$ cat config.mk
export PLATFORM = sky130hd
export DESIGN_NAME = ps2_key_tracker
export DESIGN_NICKNAME = d
export VERILOG_FILES = /design/src/rtl/ps2_pkg.sv /design/src/rtl/ps2_event_fifo.sv /design/src/rtl/ps2_key_tracker.sv
export SDC_FILE = /design/constraint.sdc
export NUM_CORES = 1
export LEC_CHECK = 0
export ABC_AREA = 1
export BUFFER_PORTS_ARGS = -buffer_cell sky130_fd_sc_hd__clkbuf_2
export CORE_MARGIN = 5
export CORE_UTILIZATION = 64
export DETAILED_ROUTE_END_ITERATION = 7
export PLACE_DENSITY_LB_ADDON = 0.1
export SYNTH_ARGS = -nofsm -noshare
export SYNTH_HDL_FRONTEND = slang
export SYNTH_SLANG_ARGS = --single-unit
$ cat constraint.sdc
create_clock -name clk -period 5.85 [get_ports clk]
set_input_delay 1.17 -clock clk [delete_from_list [all_inputs] [get_ports clk]]
set_output_delay 1.17 -clock clk [all_outputs]
set_load 0.01 [all_outputs]
$ cat src/rtl/ps2_pkg.sv
`default_nettype none
// ============================================================================
//  Module      : ps2_pkg
//  Description : Shared types and constants for the PS/2 key tracker.
//                Holds the scan-code parser state encoding, the PS/2 prefix
//                and shift scan codes, and the 10-bit key event record.
//  Revision    : 1.0 - initial release
// ============================================================================
package ps2_pkg;

    // Scan-code parser states
    typedef enum logic [1:0] {
        ST_IDLE    = 2'd0,
        ST_EXT     = 2'd1,
        ST_BRK     = 2'd2,
        ST_EXT_BRK = 2'd3
    } ps2_state_t;

    localparam logic [7:0] SC_EXT    = 8'hE0;
    localparam logic [7:0] SC_BRK    = 8'hF0;
    localparam logic [7:0] SC_LSHIFT = 8'h12;
    localparam logic [7:0] SC_RSHIFT = 8'h59;

    // Key event as stored in the event FIFO
    typedef struct packed {
        logic       ext;
        logic       brk;
        logic [7:0] code;
    } ps2_event_t;

    // Key is {ext, code}; only the non-extended left/right shift codes count
    function automatic logic is_shift_key(input logic [8:0] key);
        return (key == {1'b0, SC_LSHIFT}) || (key == {1'b0, SC_RSHIFT});
    endfunction

endpackage : ps2_pkg
`default_nettype wire

$ cat src/rtl/ps2_event_fifo.sv
`default_nettype none
// ============================================================================
//  Module      : ps2_event_fifo
//  Description : First-word-fall-through FIFO of key events.
//                A push while full is dropped (sticky o_drop) unless a pop
//                happens in the same cycle, in which case both succeed.
//                A pop while empty is ignored. Head data reads as zero when
//                the FIFO is empty.
//  Ports       : clk, rstn (async active-low)
//                i_push/i_data  - write side
//                i_pop          - consume head when o_valid
//                o_valid/o_data - head of queue
//                o_drop         - sticky event-lost flag
//  Revision    : 1.0 - initial release
// ============================================================================
module ps2_event_fifo
    import ps2_pkg::*;
#(
    parameter int FIFO_DEPTH = 8
) (
    input  logic       clk,
    input  logic       rstn,
    input  logic       i_push,
    input  ps2_event_t i_data,
    input  logic       i_pop,
    output logic       o_valid,
    output ps2_event_t o_data,
    output logic       o_drop
);

    localparam int AW = $clog2(FIFO_DEPTH);
    localparam logic [AW:0] c_depth = (AW+1)'(FIFO_DEPTH);

    ps2_event_t  r_mem [FIFO_DEPTH];
    logic [AW-1:0] r_wr_ptr;
    logic [AW-1:0] r_rd_ptr;
    logic [AW:0]   r_count;
    logic          r_drop;

    logic w_empty;
    logic w_full;
    logic w_do_pop;
    logic w_do_push;

    assign w_empty   = (r_count == '0);
    assign w_full    = (r_count == c_depth);
    assign w_do_pop  = i_pop & ~w_empty;
    // When full, the slot being freed by a same-cycle pop is the one written
    assign w_do_push = i_push & (~w_full | w_do_pop);

    always_ff @(posedge clk or negedge rstn) begin
        if (!rstn) begin
            r_wr_ptr <= '0;
            r_rd_ptr <= '0;
            r_count  <= '0;
            r_drop   <= 1'b0;
        end else begin
            if (w_do_push) r_wr_ptr <= r_wr_ptr + AW'(1);
            if (w_do_pop)  r_rd_ptr <= r_rd_ptr + AW'(1);
            case ({w_do_push, w_do_pop})
                2'b10:   r_count <= r_count + (AW+1)'(1);
                2'b01:   r_count <= r_count - (AW+1)'(1);
                default: r_count <= r_count;
            endcase
            if (i_push && !w_do_push) r_drop <= 1'b1;
        end
    end

    always_ff @(posedge clk) begin
        if (w_do_push) r_mem[r_wr_ptr] <= i_data;
    end

    assign o_valid = ~w_empty;
    assign o_data  = w_empty ? '0 : r_mem[r_rd_ptr];
    assign o_drop  = r_drop;

endmodule : ps2_event_fifo
`default_nettype wire

$ cat src/rtl/ps2_key_tracker.sv
`default_nettype none
// ============================================================================
//  Module      : ps2_key_tracker
//  Description : Consumes PS/2 scan bytes, parses E0/F0 prefixes, keeps a
//                table of currently held keys, counts new presses and queues
//                press/release events in a FWFT FIFO.
//  Ports       : clk, rstn (async active-low)
//                in_data/in_ready/nextdata_n - byte handshake with receiver
//                ev_valid/ev_ready/ev_code/ev_ext/ev_break - event stream
//                held_cnt, press_cnt, shift_held - key status
//                ev_drop, tbl_ovf - sticky loss flags
//  Revision    : 1.0 - initial release
// ============================================================================
module ps2_key_tracker
    import ps2_pkg::*;
#(
    parameter int MAX_KEYS      = 4,
    parameter int FIFO_DEPTH    = 8,
    parameter int CNT_W         = 8,
    parameter int REPORT_REPEAT = 0
) (
    input  logic             clk,
    input  logic             rstn,
    input  logic [7:0]       in_data,
    input  logic             in_ready,
    output logic             nextdata_n,
    output logic             ev_valid,
    input  logic             ev_ready,
    output logic [7:0]       ev_code,
    output logic             ev_ext,
    output logic             ev_break,
    output logic [3:0]       held_cnt,
    output logic [CNT_W-1:0] press_cnt,
    output logic             shift_held,
    output logic             ev_drop,
    output logic             tbl_ovf
);

    localparam logic c_repeat_en = (REPORT_REPEAT != 0);

    // ------------------------------------------------------------------
    // Byte handshake: r_ack is high for the single cycle after an accept
    // ------------------------------------------------------------------
    logic r_ack;
    logic w_accept;

    assign w_accept   = in_ready & ~r_ack;
    assign nextdata_n = ~r_ack;

    // ------------------------------------------------------------------
    // Prefix decode
    // ------------------------------------------------------------------
    ps2_state_t r_state;
    ps2_state_t w_state_nxt;
    logic       w_is_make;
    logic       w_is_brk;
    logic       w_ext;
    logic [8:0] w_key;

    always_comb begin
        w_state_nxt = ST_IDLE;
        w_is_make   = 1'b0;
        w_is_brk    = 1'b0;
        w_ext       = 1'b0;
        case (r_state)
            ST_IDLE: begin
                if (in_data == SC_EXT)      w_state_nxt = ST_EXT;
                else if (in_data == SC_BRK) w_state_nxt = ST_BRK;
                else                        w_is_make   = 1'b1;
            end
            ST_EXT: begin
                // Repeated E0 keeps the extended context
                if (in_data == SC_BRK)      w_state_nxt = ST_EXT_BRK;
                else if (in_data == SC_EXT) w_state_nxt = ST_EXT;
                else begin
                    w_is_make = 1'b1;
                    w_ext     = 1'b1;
                end
            end
            ST_BRK: begin
                w_is_brk = 1'b1;
            end
            ST_EXT_BRK: begin
                w_is_brk = 1'b1;
                w_ext    = 1'b1;
            end
            default: w_state_nxt = ST_IDLE;
        endcase
    end

    assign w_key = {w_ext, in_data};

    always_ff @(posedge clk or negedge rstn) begin
        if (!rstn) begin
            r_state <= ST_IDLE;
            r_ack   <= 1'b0;
        end else begin
            r_ack <= w_accept;
            if (w_accept) r_state <= w_state_nxt;
        end
    end

    // ------------------------------------------------------------------
    // Held-key table
    // ------------------------------------------------------------------
    logic [MAX_KEYS-1:0] r_valid;
    logic [8:0]          r_key [MAX_KEYS];

    logic [MAX_KEYS-1:0] w_hit;
    logic [MAX_KEYS-1:0] w_free;
    logic [MAX_KEYS-1:0] w_free_first;
    logic [MAX_KEYS-1:0] w_set;
    logic [MAX_KEYS-1:0] w_clr;
    logic [MAX_KEYS-1:0] w_valid_nxt;
    logic                w_any_hit;
    logic                w_tbl_full;
    logic                w_new_press;
    logic                w_ovf;
    logic                w_repeat;
    logic                w_release;
    logic                w_push;

    always_comb begin
        w_hit = '0;
        for (int i = 0; i < MAX_KEYS; i++) begin
            w_hit[i] = r_valid[i] && (r_key[i] == w_key);
        end
    end

    assign w_free       = ~r_valid;
    // Isolate the lowest set bit of the free mask
    assign w_free_first = w_free & (~w_free + MAX_KEYS'(1));
    assign w_any_hit    = |w_hit;
    assign w_tbl_full   = &r_valid;

    assign w_new_press = w_accept & w_is_make & ~w_any_hit & ~w_tbl_full;
    assign w_ovf       = w_accept & w_is_make & ~w_any_hit &  w_tbl_full;
    assign w_repeat    = w_accept & w_is_make &  w_any_hit;
    assign w_release   = w_accept & w_is_brk;
    assign w_push      = w_new_press | w_release | (w_repeat & c_repeat_en);

    assign w_set       = w_new_press ? w_free_first : '0;
    assign w_clr       = w_release   ? w_hit        : '0;
    assign w_valid_nxt = (r_valid & ~w_clr) | w_set;

    // Status is computed from the post-update table so it lands one cycle
    // after the accepting edge
    logic [3:0] w_held_nxt;
    logic       w_shift_nxt;

    always_comb begin
        w_held_nxt  = '0;
        w_shift_nxt = 1'b0;
        for (int i = 0; i < MAX_KEYS; i++) begin
            if (w_valid_nxt[i]) begin
                w_held_nxt = w_held_nxt + 4'd1;
                if (is_shift_key(w_set[i] ? w_key : r_key[i])) w_shift_nxt = 1'b1;
            end
        end
    end

    logic [3:0]       r_held_cnt;
    logic             r_shift_held;
    logic [CNT_W-1:0] r_press_cnt;
    logic             r_tbl_ovf;

    always_ff @(posedge clk or negedge rstn) begin
        if (!rstn) begin
            r_valid      <= '0;
            for (int i = 0; i < MAX_KEYS; i++) r_key[i] <= '0;
            r_held_cnt   <= '0;
            r_shift_held <= 1'b0;
            r_press_cnt  <= '0;
            r_tbl_ovf    <= 1'b0;
        end else begin
            r_valid <= w_valid_nxt;
            for (int i = 0; i < MAX_KEYS; i++) begin
                if (w_set[i]) r_key[i] <= w_key;
            end
            r_held_cnt   <= w_held_nxt;
            r_shift_held <= w_shift_nxt;
            if (w_new_press) r_press_cnt <= r_press_cnt + CNT_W'(1);
            if (w_ovf)       r_tbl_ovf   <= 1'b1;
        end
    end

    assign held_cnt   = r_held_cnt;
    assign shift_held = r_shift_held;
    assign press_cnt  = r_press_cnt;
    assign tbl_ovf    = r_tbl_ovf;

    // ------------------------------------------------------------------
    // Event FIFO
    // ------------------------------------------------------------------
    ps2_event_t w_ev_in;
    ps2_event_t w_ev_head;

    assign w_ev_in = '{ext: w_ext, brk: w_is_brk, code: in_data};

    ps2_event_fifo #(
        .FIFO_DEPTH (FIFO_DEPTH)
    ) u_fifo (
        .clk     (clk),
        .rstn    (rstn),
        .i_push  (w_push),
        .i_data  (w_ev_in),
        .i_pop   (ev_ready),
        .o_valid (ev_valid),
        .o_data  (w_ev_head),
        .o_drop  (ev_drop)
    );

    assign ev_code  = w_ev_head.code;
    assign ev_ext   = w_ev_head.ext;
    assign ev_break = w_ev_head.brk;

endmodule : ps2_key_tracker
`default_nettype wire

# Word-level counts from Yosys, hierarchy flattened

Memories as Yosys holds them, arrays and structs flattened.
Cells that the tools add are included.

Mux-type cells: 34
Eq/ne operators: 20
Reductions and logical operators: 16
Add/sub/neg operators: 9
Bitwise operators: 21

Operator list:

| kind                                           | count |
|---|---|
| == test 9 x 5 -> 1 bit (second input constant) | 4 |
| == test 9 x 7 -> 1 bit (second input constant) | 4 |
| == test 9 bit                                  | 4 |
| 2-to-1 mux 9 bit                               | 4 |
| adder 4 x 1 -> 4 bit (second input constant)   | 5 |
| 2-to-1 mux 4 bit                               | 5 |
| 2-to-1 mux 1 bit                               | 17 |
| == test 8 bit (second input constant)          | 2 |
| NOT 4 bit                                      | 3 |
| 2-to-1 mux 10 bit                              | 1 |
| adder 8 x 1 -> 8 bit (second input constant)   | 1 |
| AND 1 bit                                      | 8 |
| AND 4 bit                                      | 2 |
| case mux 4 bit (2 select lines)                | 1 |
| adder 3 x 1 -> 3 bit (second input constant)   | 2 |
| == test 2 bit (second input constant)          | 3 |
| 2-to-1 mux 2 bit                               | 3 |
| logical AND 1 bit                              | 5 |
| NOT 1 bit                                      | 5 |
| == test 2 x 1 -> 1 bit (second input constant) | 2 |
| == test 4 bit (second input constant)          | 1 |
| zero test 4 bit                                | 1 |
| logical OR 1 bit                               | 4 |
| bitwise OR 4 bit                               | 1 |
| 10 further kinds                               | 12 |

Output and inout port bits: 27
Word-level logic and storage cells: 116
Input port bits: 12
RAM bits: 80
Bits in registers: 68
Memories kept: 1

Memory list:

| name         | words | width | rd ports | clocked after memory_dff | wr ports | line                 | source |
|---|---|---|---|---|---|---|---|
| u_fifo.r_mem | 8     | 10    | 1        | 0                        | 1        | ps2_event_fifo.sv:34 | `ps2_event_t r_mem [FIFO_DEPTH];` |

# Logic depth before layout (Yosys ltp)

Word-level depth: 22
Mapped depth: 26
Gate-level depth less buffers: 24

# Modules after synthesis

A second synthesis with hierarchy kept.

Cell total of the unflattened synthesis: 838
Area, all modules: 7470.9 um2

Modules (own cells, without submodules):

| module          | instances | seq. area each (um2) | cells each | area each (um2) |
|---|---|---|---|---|
| ps2_event_fifo  | 1         | 2677.6               | 320        | 3766.1 |
| ps2_key_tracker | 1         | 1426.4               | 518        | 3704.8 |

# Worst setup path before layout

No wires, ideal clock.

Kind: in2reg
Start: input in_data[7]
End: register u_fifo.r_count[3]
Slack: 1.992 ns
Arrival time: 3.737 ns
Cell stages on the path: 24
Data required time: 5.729 ns
Path through: buf_2 > nand2_1 > nor2_1 > nand2_4 > nand3_2 > nand3_1 > nand3_2 > nand3_2 > nor2_4 > buf_6 > nand2_4 > nand2_2 > inv_2 > nor2_8 > inv_2 > ha_1 > ha_1 > nand2_1 > nor2_1 > a211oi_1 > nor2_1 > nor2_1 > nand2_1 > xor2_1

Cells in the longest elaborated chain, start to end: 14
Elaborated cells on any way between the ends: 27

Ends and longest elaborated chain:

| what                                                                         | line                                         | source |
|---|---|---|
| from (decl)                                                                  | ps2_key_tracker.sv:24                        | `input logic [7:0] in_data,` |
| == test 8 bit                                                                | ps2_key_tracker.sv:67, ps2_key_tracker.sv:74 |  |
| 2-to-1 mux 1 bit                                                             | ps2_key_tracker.sv:74                        | `else if (in_data == SC_EXT) w_state_nxt = ST_EXT;` |
| 2-to-1 mux 1 bit                                                             | ps2_key_tracker.sv:73                        | `if (in_data == SC_BRK) w_state_nxt = ST_EXT_BRK;` |
| case mux 1 bit (2 select lines)                                              | ps2_key_tracker.sv:65                        | `case (r_state)` |
| == test 9 bit                                                                | ps2_key_tracker.sv:126                       | `w_hit[i] = r_valid[i] && (r_key[i] == w_key);` |
| logical AND 1 bit                                                            | ps2_key_tracker.sv:126                       |  |
| OR reduction 4 bit                                                           | ps2_key_tracker.sv:133                       | `assign w_any_hit = \|w_hit;` |
| NOT 1 bit                                                                    | ps2_key_tracker.sv:136                       | `assign w_new_press = w_accept & w_is_make & ~w_any_hit & ~w_tbl_full;` |
| AND 1 bit (*) (2 in a row)                                                   | ps2_key_tracker.sv:136                       |  |
| bitwise OR 1 bit (*)                                                         | ps2_key_tracker.sv:140                       | `assign w_push = w_new_press \| w_release \| (w_repeat & c_repeat_en);` |
| AND 1 bit (*)                                                                | ps2_event_fifo.sv:49                         | `assign w_do_push = i_push & (~w_full \| w_do_pop);` |
| == test 2 x 1 -> 1 bit / == test 2 bit (equally long branches)               | ps2_event_fifo.sv:60                         | `case ({w_do_push, w_do_pop})` |
| case mux 4 bit (2 select lines) / nonzero test 2 bit (equally long branches) | n/a                                          |  |
| to (signal assigned)                                                         | ps2_event_fifo.sv:61                         | `2'b10: r_count <= r_count + (AW+1)'(1);` |
| to (signal assigned)                                                         | ps2_event_fifo.sv:62                         | `2'b01: r_count <= r_count - (AW+1)'(1);` |
| to (signal assigned)                                                         | ps2_event_fifo.sv:63                         | `default: r_count <= r_count;` |
| to (decl)                                                                    | ps2_event_fifo.sv:37                         | `logic [AW:0] r_count;` |

Every way passes the cells marked *; elsewhere a longest branch is shown, timed or not.
A chain may end at the register's enable or synchronous reset.

# Worst setup path after layout

Start: register u_fifo.r_rd_ptr[0]
End: output ev_code[1]

Cells in the longest elaborated chain, start to end: 2

Ends and longest elaborated chain:

| what                   | line                  | source |
|---|---|---|
| from (decl)            | ps2_event_fifo.sv:36  | `logic [AW-1:0] r_rd_ptr;` |
| from (signal assigned) | ps2_event_fifo.sv:59  | `if (w_do_pop) r_rd_ptr <= r_rd_ptr + AW'(1);` |
| memory (8 x 10 bit)    | n/a                   |  |
| 2-to-1 mux 10 bit      | ps2_event_fifo.sv:74  | `assign o_data = w_empty ? '0 : r_mem[r_rd_ptr];` |
| to (decl)              | ps2_key_tracker.sv:29 | `output logic [7:0] ev_code,` |

No other way between the ends.

==> results list <==
* Outcome: finished clean
- Data arrives at the worst endpoint at 2.88 ns.
- Remaining max-slew budget at the tightest pin: 29.2%
* Asr flop ratio synth: 45.9%
- By count the netlist is led by sky130_fd_sc_hd__nand2_1 (197), sky130_fd_sc_hd__nor2_1 (117), sky130_fd_sc_hd__edfxtp_1 (80), sky130_fd_sc_hd__inv_1 (78), sky130_fd_sc_hd__o21ai_0 (69).
- After filler insertion, the fill cell instance count of the layout stands at 873.
- The longest clock path from root to sink contains 2 buffers.
* Die area: 13800 um2
- The cell count after synthesis came out at 825.
* Initial standard-cell utilization of the core: 65.2%
- After routing the design area is 8150 um2.
- Walking the worst path, the cells encountered are buf_4, inv_1, buf_4, o21ai_0, o22ai_1, o21ai_0, a31oi_1, clkbuf_2.
- Synth-to-Final Area Change: 9.92%
- Antenna diode count: 0
- Yosys warns: 0
- Min-Delay Path Class: reg -> reg
- Max-cap violations in this run came to 0.
* Rows: 39
- H-Tree Depth: 4
- The count of final hold-check violations is 0.
- The synthesized design spends more area on one cell type than any other, namely sky130_fd_sc_hd__edfxtp_1.
- Clock latency at the later pin of the worst-skew pair: 0.43 ns
* Antenna violations before repair: 0
- Detailed placement ended at an HPWL of 12.3 mm.
* Synth Flop Type: sky130_fd_sc_hd__edfxtp_1
* Fin Clk Skew: 0.00981 ns
* GRT Total Usage: 26.0%
- Combined area of the multi-input logic cells: 2760 um2
- Routed len/inst: 17.5 um
- Kind of end point of the critical path: output pin
- Setup violations remaining at the end of the flow were counted as 0.
- Sorting the synthesized cells by area gives the leading types as sky130_fd_sc_hd__edfxtp_1 (32%), sky130_fd_sc_hd__dfrtp_1 (23%), sky130_fd_sc_hd__nand2_1 (10%).
- In this run the cell area measured after placement is 7620 um2.
* Total Negative Setup Slacks: 0 ns
* Root buf cell: sky130_fd_sc_hd__clkbuf_16
* Peak supply drop: 0.397 mV
* Final antenna-violating net count: 0
* Part of the cycle the worst path needs: 69.3%
- On the critical path, the stage with the largest delay is an instance of sky130_fd_sc_hd__inv_1.
- Final weighted congestion in routability-driven placement: 0.935
* Detailed-route wire length: 17.6 mm
- Clock Sink Count: 148
- Detailed routing inserted a total of 5759 vias.
- 39 I/O pins were placed.
- Num CTS Buffers: 17
- Quantity of gates resized following cts: 0
- Clk slew on worst S/H paths: 0.06 ns
- After clock tree synthesis, the setup repair step added 0 buffers.
- At the worst endpoint, the required time is 4.68 ns.
* Yosys cell types: 43
- Of the cells placed in the final design, the portion with a size suffix greater than 1 is 14.6%.
- Cell with the most instances after synthesis: sky130_fd_sc_hd__nand2_1
- Number of storage elements in the synthesis netlist: 148
- Combined area of all synthesized cells: 7420 um2
- Summing the sequential cell areas from Yosys gives 55.3% of the chip area.
- The count of final max-slew check failures is 0.
- Synthesized net count: 847
- The worst setup path is of the reg -> out kind.
- Entering global routing, the biggest net connects 69 pins.
* Number of buffers inserted by hold repair at cts: 0
* Wire length of the first global-routing pass: 28.6 mm
- STA classifies the critical path startpoint as a register.
* GRT Residual Overflow: 0
- Die Y: 118 um
- Number of nets in the layout: 874
- A synthesized cell averages 8.99 um2.
* Via/cell ratio: 5.71
* Core Area: 11400 um2
- The synthesized design devotes to its leading area cell type 32.4% of total area.
- Static timing analysis puts the maximum clock frequency at 0.247 GHz.
* Static power due to leakage: 3.67 nW
- For this design the ratio of total power to cell area is 506 nW/um2.
- In this run, synthesis inferred 80 flip-flops with an integrated enable.
* Detailed-route DRC error count: 0
* Maximum fanout count along the critical path: 43
- Largest stage delay, worst path: 0.60 ns
- RSZ-0062 raised after global routing: false
- Via count of the first global-routing pass: 5524
- After the first detailed-routing iteration, the DRC count stood at 497.
- Clock period minus worst slack: 4.05 ns
* Width of the die: 118 um
- In this run the tool buffered the top-level ports with 38 buffer cells.
* Transition at the pin with the smallest max-transition slack: 1.06 ns
* Flop2flop setup slack: 2.13 ns
* CTS tree: built
* TritonRoute pass-1 iters: 5
- Sequential cell area: 4100 um2
-- through the flow --
stage / hold WS (ns) / utilization (%) / std cells / setup WS, ns / total power, mW
floorplan: 0.446 / - / 825 / 1.99 / 2.65
global placement: 0.461 / 67.0 / 976 / 1.57 / 3.10
detailed placement: 0.464 / 67.0 / 976 / 1.45 / 3.15
CTS: 0.477 / 71.7 / 1008 / 1.76 / 4.13
global route: 0.492 / 71.7 / 1008 / 1.54 / 4.42
finish: 0.472 / 71.7 / 1008 / 1.80 / 4.12
-- routing by layer --
metal,share of wire [%],GRT usage (%)
met5,0,0
met4,2.4,9.68
met3,5.3,5.09
met2,50,43.5
met1,42,33.9
-- placed cells by master (no fill, tap or decap), drive strengths merged, types with 9 or more instances in the layout --
master	count
nand4	27
o21ai	76
clkbuf	54
clkinv	11
inv	91
nand3	42
a31oi	10
nand2	211
o22ai	11
edfxtp	80
dfrtp	68
xor2	13
nor2	125
ha	9
-- critical path, delay by kind of cell, from the launching register on --
family	cells	cell delay (ns)
compound gates	4	0.71
buf+inv	4	1.38
flops	1	0.36
-- flip-flops by register name, indices dropped and copies added, names as in the netlist --
signal           cells
shift_held           1
r_valid              4
press_cnt            8
u_fifo.o_drop        1
u_fifo.r_count       4
r_state              2
held_cnt             4
u_fifo.r_rd_ptr      3
u_fifo.r_mem        80
u_fifo.r_wr_ptr      3
tbl_ovf              1
r_key               36
r_ack                1
-- power by group --
| group | internal, mW | total [mW] | switching [mW] | leakage [nW] |
|---|---|---|---|---|
| Sequential | 1.34 | 1.54 | 0.196 | 1.53 |
| Clock | 0.541 | 0.976 | 0.434 | 0.256 |
| Combinational | 0.534 | 1.61 | 1.08 | 1.89 |
-- logic make-up after synthesis --
logic type	after synthesis	share of synthesized area (%)
xor+xnor	20	2.36
buf+inv	126	7.45
flops	148	55.3
other cells	1	0.0506
simple gates	415	25.4
fa+ha+maj	10	1.79
compound gates	105	7.61
-- layout make-up --
type	count	share of cell area, %
clock inverter	15	1.32
multi-input combinational	551	33.9
inverter	91	4.28
timing repair buffer	43	2.79
tap	143	2.19
clock buffer	17	5.22
sequential	148	50.3
-- worst paths after layout --
kind,depth (start not counted),start,end
setup / recovery,8,u_fifo.r_rd_ptr[0],ev_code[1]
hold / removal,1,u_fifo.o_drop,u_fifo.o_drop
setup reg to reg,21,r_valid[0],u_fifo.r_count[3]
hold reg to reg,1,u_fifo.o_drop,u_fifo.o_drop
max in group asynchronous,2,rstn,r_key[27]
min in group asynchronous,2,rstn,press_cnt[2]
(Power assumes the default switching activity.)
